`src/rtl/dmem_arb_pkg.sv`:
```
// Shared types for the data-memory arbiter: FSM states, requester ids, defaults.
// No logic or latency of its own.
// No flow control of its own.
package dmem_arb_pkg;

    typedef enum logic [1:0] {
        ST_IDLE  = 2'd0,
        ST_ISSUE = 2'd1,
        ST_WAIT  = 2'd2,
        ST_RESP  = 2'd3
    } state_t;

    localparam logic PORT_CPU = 1'b0;
    localparam logic PORT_LD  = 1'b1;

    localparam int DATA_W_DEF = 16;

    function automatic logic [15:0] sat_inc16(input logic [15:0] v);
        return (v == 16'hFFFF) ? v : v + 16'd1;
    endfunction

endpackage

```
`src/rtl/rr_arb2.sv`:
```
// Two-way round-robin pick: a lone request wins, a tie goes to the port not granted last.
// Purely combinational, zero latency.
// No backpressure; the caller decides when a grant is consumed.
module rr_arb2
    import dmem_arb_pkg::*;
(
    input  logic [1:0] req,
    input  logic       last_grant,
    output logic       grant_valid,
    output logic       grant_id
);

    always_comb begin
        grant_valid = |req;
        if (req == 2'b11) begin
            grant_id = ~last_grant;
        end else begin
            grant_id = req[PORT_LD] ? PORT_LD : PORT_CPU;
        end
    end

endmodule

```
`src/rtl/dmem_arbiter.sv`:
```
// Shares one single-port data memory between CPU and loader; optional counters under DMEM_ARB_STATS_EN.
// Latency: req in IDLE cycle t -> ack in cycle t+MEM_LAT+2; back-to-back handoff with no idle gap.
// Backpressure: requesters hold req until a one-cycle ack; cpu_stall freezes the pipeline meanwhile.
module dmem_arbiter
    import dmem_arb_pkg::*;
#(
    parameter int ADDR_W  = 10,
    parameter int DATA_W  = DATA_W_DEF,
    parameter int MEM_LAT = 1
) (
    input  logic              clock,
    input  logic              reset_n,
    input  logic              cpu_req,
    input  logic              cpu_we,
    input  logic [15:0]       cpu_addr,
    input  logic [DATA_W-1:0] cpu_wdata,
    output logic              cpu_ack,
    output logic [DATA_W-1:0] cpu_rdata,
    output logic              cpu_stall,
    input  logic              ld_req,
    input  logic              ld_we,
    input  logic [15:0]       ld_addr,
    input  logic [DATA_W-1:0] ld_wdata,
    output logic              ld_ack,
    output logic [DATA_W-1:0] ld_rdata,
    output logic              mem_en,
    output logic              mem_we,
    output logic [ADDR_W-1:0] mem_addr,
    output logic [DATA_W-1:0] mem_wdata,
    input  logic [DATA_W-1:0] mem_rdata,
    output logic              busy
`ifdef DMEM_ARB_STATS_EN
    ,
    output logic [15:0]       stat_cpu_grants,
    output logic [15:0]       stat_ld_grants,
    output logic [15:0]       stat_conflicts
`endif
);

    localparam int LAT_W = (MEM_LAT > 1) ? $clog2(MEM_LAT) : 1;

    state_t              state_q, state_d;
    logic                winner_q, winner_d;
    logic                last_grant_q, last_grant_d;
    logic [LAT_W-1:0]    lat_cnt_q, lat_cnt_d;
    logic                we_q, we_d;
    logic [ADDR_W-1:0]   addr_q, addr_d;
    logic [DATA_W-1:0]   wdata_q, wdata_d;
    logic [DATA_W-1:0]   cpu_rdata_q, cpu_rdata_d;
    logic [DATA_W-1:0]   ld_rdata_q, ld_rdata_d;

    logic [1:0]          arb_req;
    logic                grant_valid;
    logic                grant_id;
    logic                take;
    logic [15:0]         sel_addr;

    logic unused_addr_bits;
    assign unused_addr_bits = ^{cpu_addr[15:ADDR_W+1], cpu_addr[0],
                                ld_addr[15:ADDR_W+1], ld_addr[0]};

    // In RESP the current winner's req belongs to the access being acked, so only the other port competes.
    always_comb begin
        arb_req = {ld_req, cpu_req};
        if (state_q == ST_RESP) begin
            arb_req[winner_q] = 1'b0;
        end
    end

    rr_arb2 u_rr_arb2 (
        .req         (arb_req),
        .last_grant  (last_grant_q),
        .grant_valid (grant_valid),
        .grant_id    (grant_id)
    );

    assign take     = grant_valid && ((state_q == ST_IDLE) || (state_q == ST_RESP));
    assign sel_addr = (grant_id == PORT_LD) ? ld_addr : cpu_addr;

    always_comb begin
        state_d      = state_q;
        winner_d     = winner_q;
        last_grant_d = last_grant_q;
        lat_cnt_d    = lat_cnt_q;
        we_d         = we_q;
        addr_d       = addr_q;
        wdata_d      = wdata_q;
        cpu_rdata_d  = cpu_rdata_q;
        ld_rdata_d   = ld_rdata_q;

        case (state_q)
            ST_IDLE: begin
                if (grant_valid) begin
                    state_d = ST_ISSUE;
                end
            end
            ST_ISSUE: begin
                lat_cnt_d = LAT_W'(MEM_LAT - 1);
                state_d   = ST_WAIT;
            end
            ST_WAIT: begin
                if (lat_cnt_q == '0) begin
                    if (!we_q) begin
                        if (winner_q == PORT_CPU) begin
                            cpu_rdata_d = mem_rdata;
                        end else begin
                            ld_rdata_d = mem_rdata;
                        end
                    end
                    state_d = ST_RESP;
                end else begin
                    lat_cnt_d = lat_cnt_q - LAT_W'(1);
                end
            end
            ST_RESP: begin
                last_grant_d = winner_q;
                state_d      = grant_valid ? ST_ISSUE : ST_IDLE;
            end
            default: begin
                state_d = ST_IDLE;
            end
        endcase

        if (take) begin
            winner_d = grant_id;
            we_d     = (grant_id == PORT_LD) ? ld_we : cpu_we;
            addr_d   = sel_addr[ADDR_W:1];
            wdata_d  = (grant_id == PORT_LD) ? ld_wdata : cpu_wdata;
        end
    end

    always_ff @(posedge clock or negedge reset_n) begin
        if (!reset_n) begin
            state_q      <= ST_IDLE;
            winner_q     <= PORT_CPU;
            last_grant_q <= PORT_LD;
            lat_cnt_q    <= '0;
            we_q         <= 1'b0;
            addr_q       <= '0;
            wdata_q      <= '0;
            cpu_rdata_q  <= '0;
            ld_rdata_q   <= '0;
        end else begin
            state_q      <= state_d;
            winner_q     <= winner_d;
            last_grant_q <= last_grant_d;
            lat_cnt_q    <= lat_cnt_d;
            we_q         <= we_d;
            addr_q       <= addr_d;
            wdata_q      <= wdata_d;
            cpu_rdata_q  <= cpu_rdata_d;
            ld_rdata_q   <= ld_rdata_d;
        end
    end

    assign mem_en    = (state_q == ST_ISSUE);
    assign mem_we    = we_q & mem_en;
    assign mem_addr  = addr_q;
    assign mem_wdata = wdata_q;
    assign cpu_ack   = (state_q == ST_RESP) && (winner_q == PORT_CPU);
    assign ld_ack    = (state_q == ST_RESP) && (winner_q == PORT_LD);
    assign cpu_stall = cpu_req & ~cpu_ack;
    assign cpu_rdata = cpu_rdata_q;
    assign ld_rdata  = ld_rdata_q;
    assign busy      = (state_q != ST_IDLE);

`ifdef DMEM_ARB_STATS_EN
    logic [15:0] stat_cpu_q, stat_cpu_d;
    logic [15:0] stat_ld_q, stat_ld_d;
    logic [15:0] stat_conf_q, stat_conf_d;

    always_comb begin
        stat_cpu_d  = stat_cpu_q;
        stat_ld_d   = stat_ld_q;
        stat_conf_d = stat_conf_q;
        if (cpu_ack) begin
            stat_cpu_d = sat_inc16(stat_cpu_q);
        end
        if (ld_ack) begin
            stat_ld_d = sat_inc16(stat_ld_q);
        end
        if (((state_q == ST_IDLE) || (state_q == ST_RESP)) && cpu_req && ld_req) begin
            stat_conf_d = sat_inc16(stat_conf_q);
        end
    end

    always_ff @(posedge clock or negedge reset_n) begin
        if (!reset_n) begin
            stat_cpu_q  <= '0;
            stat_ld_q   <= '0;
            stat_conf_q <= '0;
        end else begin
            stat_cpu_q  <= stat_cpu_d;
            stat_ld_q   <= stat_ld_d;
            stat_conf_q <= stat_conf_d;
        end
    end

    assign stat_cpu_grants = stat_cpu_q;
    assign stat_ld_grants  = stat_ld_q;
    assign stat_conflicts  = stat_conf_q;
`endif

endmodule

```
`config.mk`:
```
export PLATFORM = sky130hd
export DESIGN_NAME = dmem_arbiter
export DESIGN_NICKNAME = d
export VERILOG_FILES = /design/src/rtl/dmem_arb_pkg.sv /design/src/rtl/rr_arb2.sv /design/src/rtl/dmem_arbiter.sv
export SDC_FILE = /design/constraint.sdc
export NUM_CORES = 1
export LEC_CHECK = 0
export BUFFER_PORTS_ARGS = -buffer_cell sky130_fd_sc_hd__buf_2
export CAP_MARGIN = 5
export CORE_AREA = 2 2 87 89
export DETAILED_ROUTE_END_ITERATION = 7
export DIE_AREA = 0 0 89 91
export PLACE_DENSITY = 0.83
export RECOVER_POWER = 50
export REMOVE_ABC_BUFFERS = 1
export SLEW_MARGIN = 15
export SYNTH_ARGS = -nofsm -noshare
export SYNTH_HDL_FRONTEND = slang
export SYNTH_SLANG_ARGS = --single-unit
```
`constraint.sdc`:
```
create_clock -name clock -period 1.6 [get_ports clock]
set_input_delay 0.08 -clock clock [delete_from_list [all_inputs] [get_ports clock]]
set_output_delay 0.08 -clock clock [all_outputs]
set_load 0.1 [all_outputs]
```
==> out/qor.yml <==
status:
  status: "finished, violations left"
  violations: "negative setup slack"
routing:
  wl_mm: 8.04
  drtIter0Drc: 79
  wl_per_cell_um: 16.0
  drc: 0
  via_per_inst: 4.89
  via_count: 2459
  ant_nets: 0
  firstDrtPassIters: 4
place:
  dp_hpwl_mm: 4.94
  pre_cts_slack_ns: -0.146
  gp_congestion: 0.732
  io_buffers: 137
  place_area_um2: 3810
run:
  drv_cap: 0
global_route:
  gr-total-overflow: 0
  grt_pass1_vias: 2534
  grt_usage_pct: 19.2
  grt_pass1_wl_mm: 11.8
  grt_max_degree: 41
  antenna_found_initial: 0
die:
  pin_count: 150
  dieHeight_um: 91
  num_rows: 31
  die_w_um: 89
  core_um2: 7140
  die-area_um2: 8100
  initial_core_util_pct: 40.2
sta:
  fmax_mhz: 613
  setup_viol: 33
  rsz0062_at_grt: "yes"
  min_period_ns: 1.63
  slew_headroom_pct: 37.2
  slew_violations: 0
  holdWs_ns: 0.0219
  worst_slew_pin_slew_ns: 0.942
  fin_crit_sh_pct: 102
  setup_slack_ns: -0.0317
  hold_viol: 0
  finalClockSkew_ns: 0.00618
cts:
  cts_root_buffer: "clkbuf_8"
  cts_tree: "done"
  cts.clk_slew.worst_paths_ns: 0.07
  cts_sinks: 63
  clk_path_buf_depth: 2
  clk_latency_ns: 0.34
  cts_buffers: 9
  htree_levels: 3
worst_setup_path:
  crit_buf_inv: 1
  start_kind: "register"
  cp-end-kind: "register"
  timing.rr.start: "state_q[0]"
  rrSetupSlack_ns: -0.03
  cp-endpoint: "mem_wdata[15]"
  path_max_fanout: 7
  reg2reg_to: "mem_wdata[15]"
  required_ns: 1.83
  crit_type: "reg2reg"
  cp_top_family: "flip-flops"
  worstSetupPathDepth: 6
  cp-startpoint: "state_q[0]"
  cpMaxStageDelayCell: "dfrtp_2"
  worstPathCellList: "ha_4 > nand3b_1 > nand3_4 > buf_12 > mux2i_2 > a21oi_1"
  critPathArrivalTime_ns: 1.86
  r2r_cells: 6
  max_stage_delay_ns: 0.45
cells_and_area:
  fillers: 570
  syn2layout_area_growth_pct: 59.1
  antenna_cells: 0
  fin_nets: 490
  design_area_um2: 4560
  drive_gt1_share_pct: 65.1
synth:
  syn_area_um2: 2870
  synth-async-reset-ratio_pct: 100
  yosysMostFrequentCell: "dfrtp_1"
  ys_seq_area_share_pct: 55.0
  yosysTopAreaCell: "dfrtp_1"
  synth_top_area_share_pct: 54.1
  synth_area_leaders: "dfrtp_1 (54%), mux2_2 (13%), mux2i_1 (9.4%)"
  synth_cells: 221
  syn_area_per_cell_um2: 13.0
  ys.flop_type: "dfrtp_1"
  yosys_warnings: 0
  synthTopCellsByCount: "dfrtp_1 (62), mux2_2 (32), nor2_1 (31), mux2i_1 (27), a21oi_2 (22)"
  synth-edff-count: 0
  ys_seq_elements: 63
  synth.distinct_cells: 26
worst_hold_path:
  hold_class: "in2reg"
[sequential cells by signal, summed over array words and instances, names as in the netlist]
register / flops
cpu_rdata: 16
last_grant_q: 1
ld_rdata: 16
mem_addr: 10
mem_wdata: 16
state_q: 2
we_q: 1
winner_q: 1
[kinds of logic after synthesis]
logic type,synth area share [%]
muxes,22.5
AOI/OAI and AO/OA,9.77
and+or+nand+nor,6.41
adders and majority gates,2.18
buffers and inverters,4.14
DFF,55.0
[worst min path at each step]
| stage | from | endpoint | slack [ns] | cells after the start |
|---|---|---|---|---|
| global placement | reset_n | mem_addr[3] | 0.1 | 2 |
| CTS | mem_rdata[0] | cpu_rdata[0] | 0.003 | 2 |
| detailed placement | reset_n | state_q[0] | 0.10 | 2 |
| finish | ld_addr[9] | mem_addr[8] | 0.02 | 3 |
| global route | cpu_addr[7] | mem_addr[6] | 0.02 | 3 |
| floorplan | reset_n | cpu_rdata[0] | -0.22 | 0 |
[layer usage]
metal	track usage (%)	wire length (um)
met3	7.00	694
met2	34.3	4230
met5	0	0
met4	5.97	60
met1	20.6	3060
[per-stage QoR]
stage / std cells / utilization, % / setup TNS, ns
floorplan: 210 / - / -34.58
global route: 503 / 63.9 / -3.00
detailed placement: 460 / 53.4 / -2.53
global placement: 460 / 53.4 / -1.13
finish: 503 / 63.9 / -0.326
CTS: 497 / 61.3 / -0.903
[area by class of cell]
| class | count | area, um2 | share of cell area [%] |
|---|---|---|---|
| clock buffer | 11 | 141 | 3.10 |
| clock inverter | 5 | 81.3 | 1.78 |
| inverter | 6 | 22.5 | 0.494 |
| multi-input combinational | 141 | 1330 | 29.1 |
| sequential | 63 | 1580 | 34.7 |
| tap | 99 | 124 | 2.72 |
| timing repair buffer | 178 | 1280 | 28.1 |
[worst register-to-register path: stages (launching register included)]
cell and delay (ns):
dfrtp_2 0.45, ha_4 0.19, nand3b_1 0.20, nand3_4 0.16
buf_12 0.18, mux2i_2 0.24, a21oi_1 0.09
[cell usage in the layout (no fill, tap or decap), drive strengths merged]
master,netlist,routed
nand2,1,1
clkinv,0,2
clkbuf,1,23
nand3b,2,2
nand2b,1,1
a22o,1,1
o21ai,3,3
nor3b,1,1
buf,10,148
mux2,32,32
and2,2,2
dfstp,1,1
clkinvlp,0,1
nor2b,2,2
inv,6,6
bufbuf,0,1
bufinv,0,2
a21oi,28,28
o22ai,1,1
dfrtp,62,62
ha,5,5
a211oi,1,1
nor2,31,31
nand3,1,1
mux2i,28,28
dlygate4sd3,0,17
o21bai,1,1
[what timing repair did]
item,CTS,global route
hold endpoints to repair,90,2
endpoints found under the setup margin,49,52
buffers inserted,3,0
hold buffers,15,2
gates resized for setup,21,21
pin swaps,13,5
gates cloned,3,4
Power is left out: the tool's default activity adds up to more than one toggle a clock period on the data nets, which glitch-free logic cannot reach.
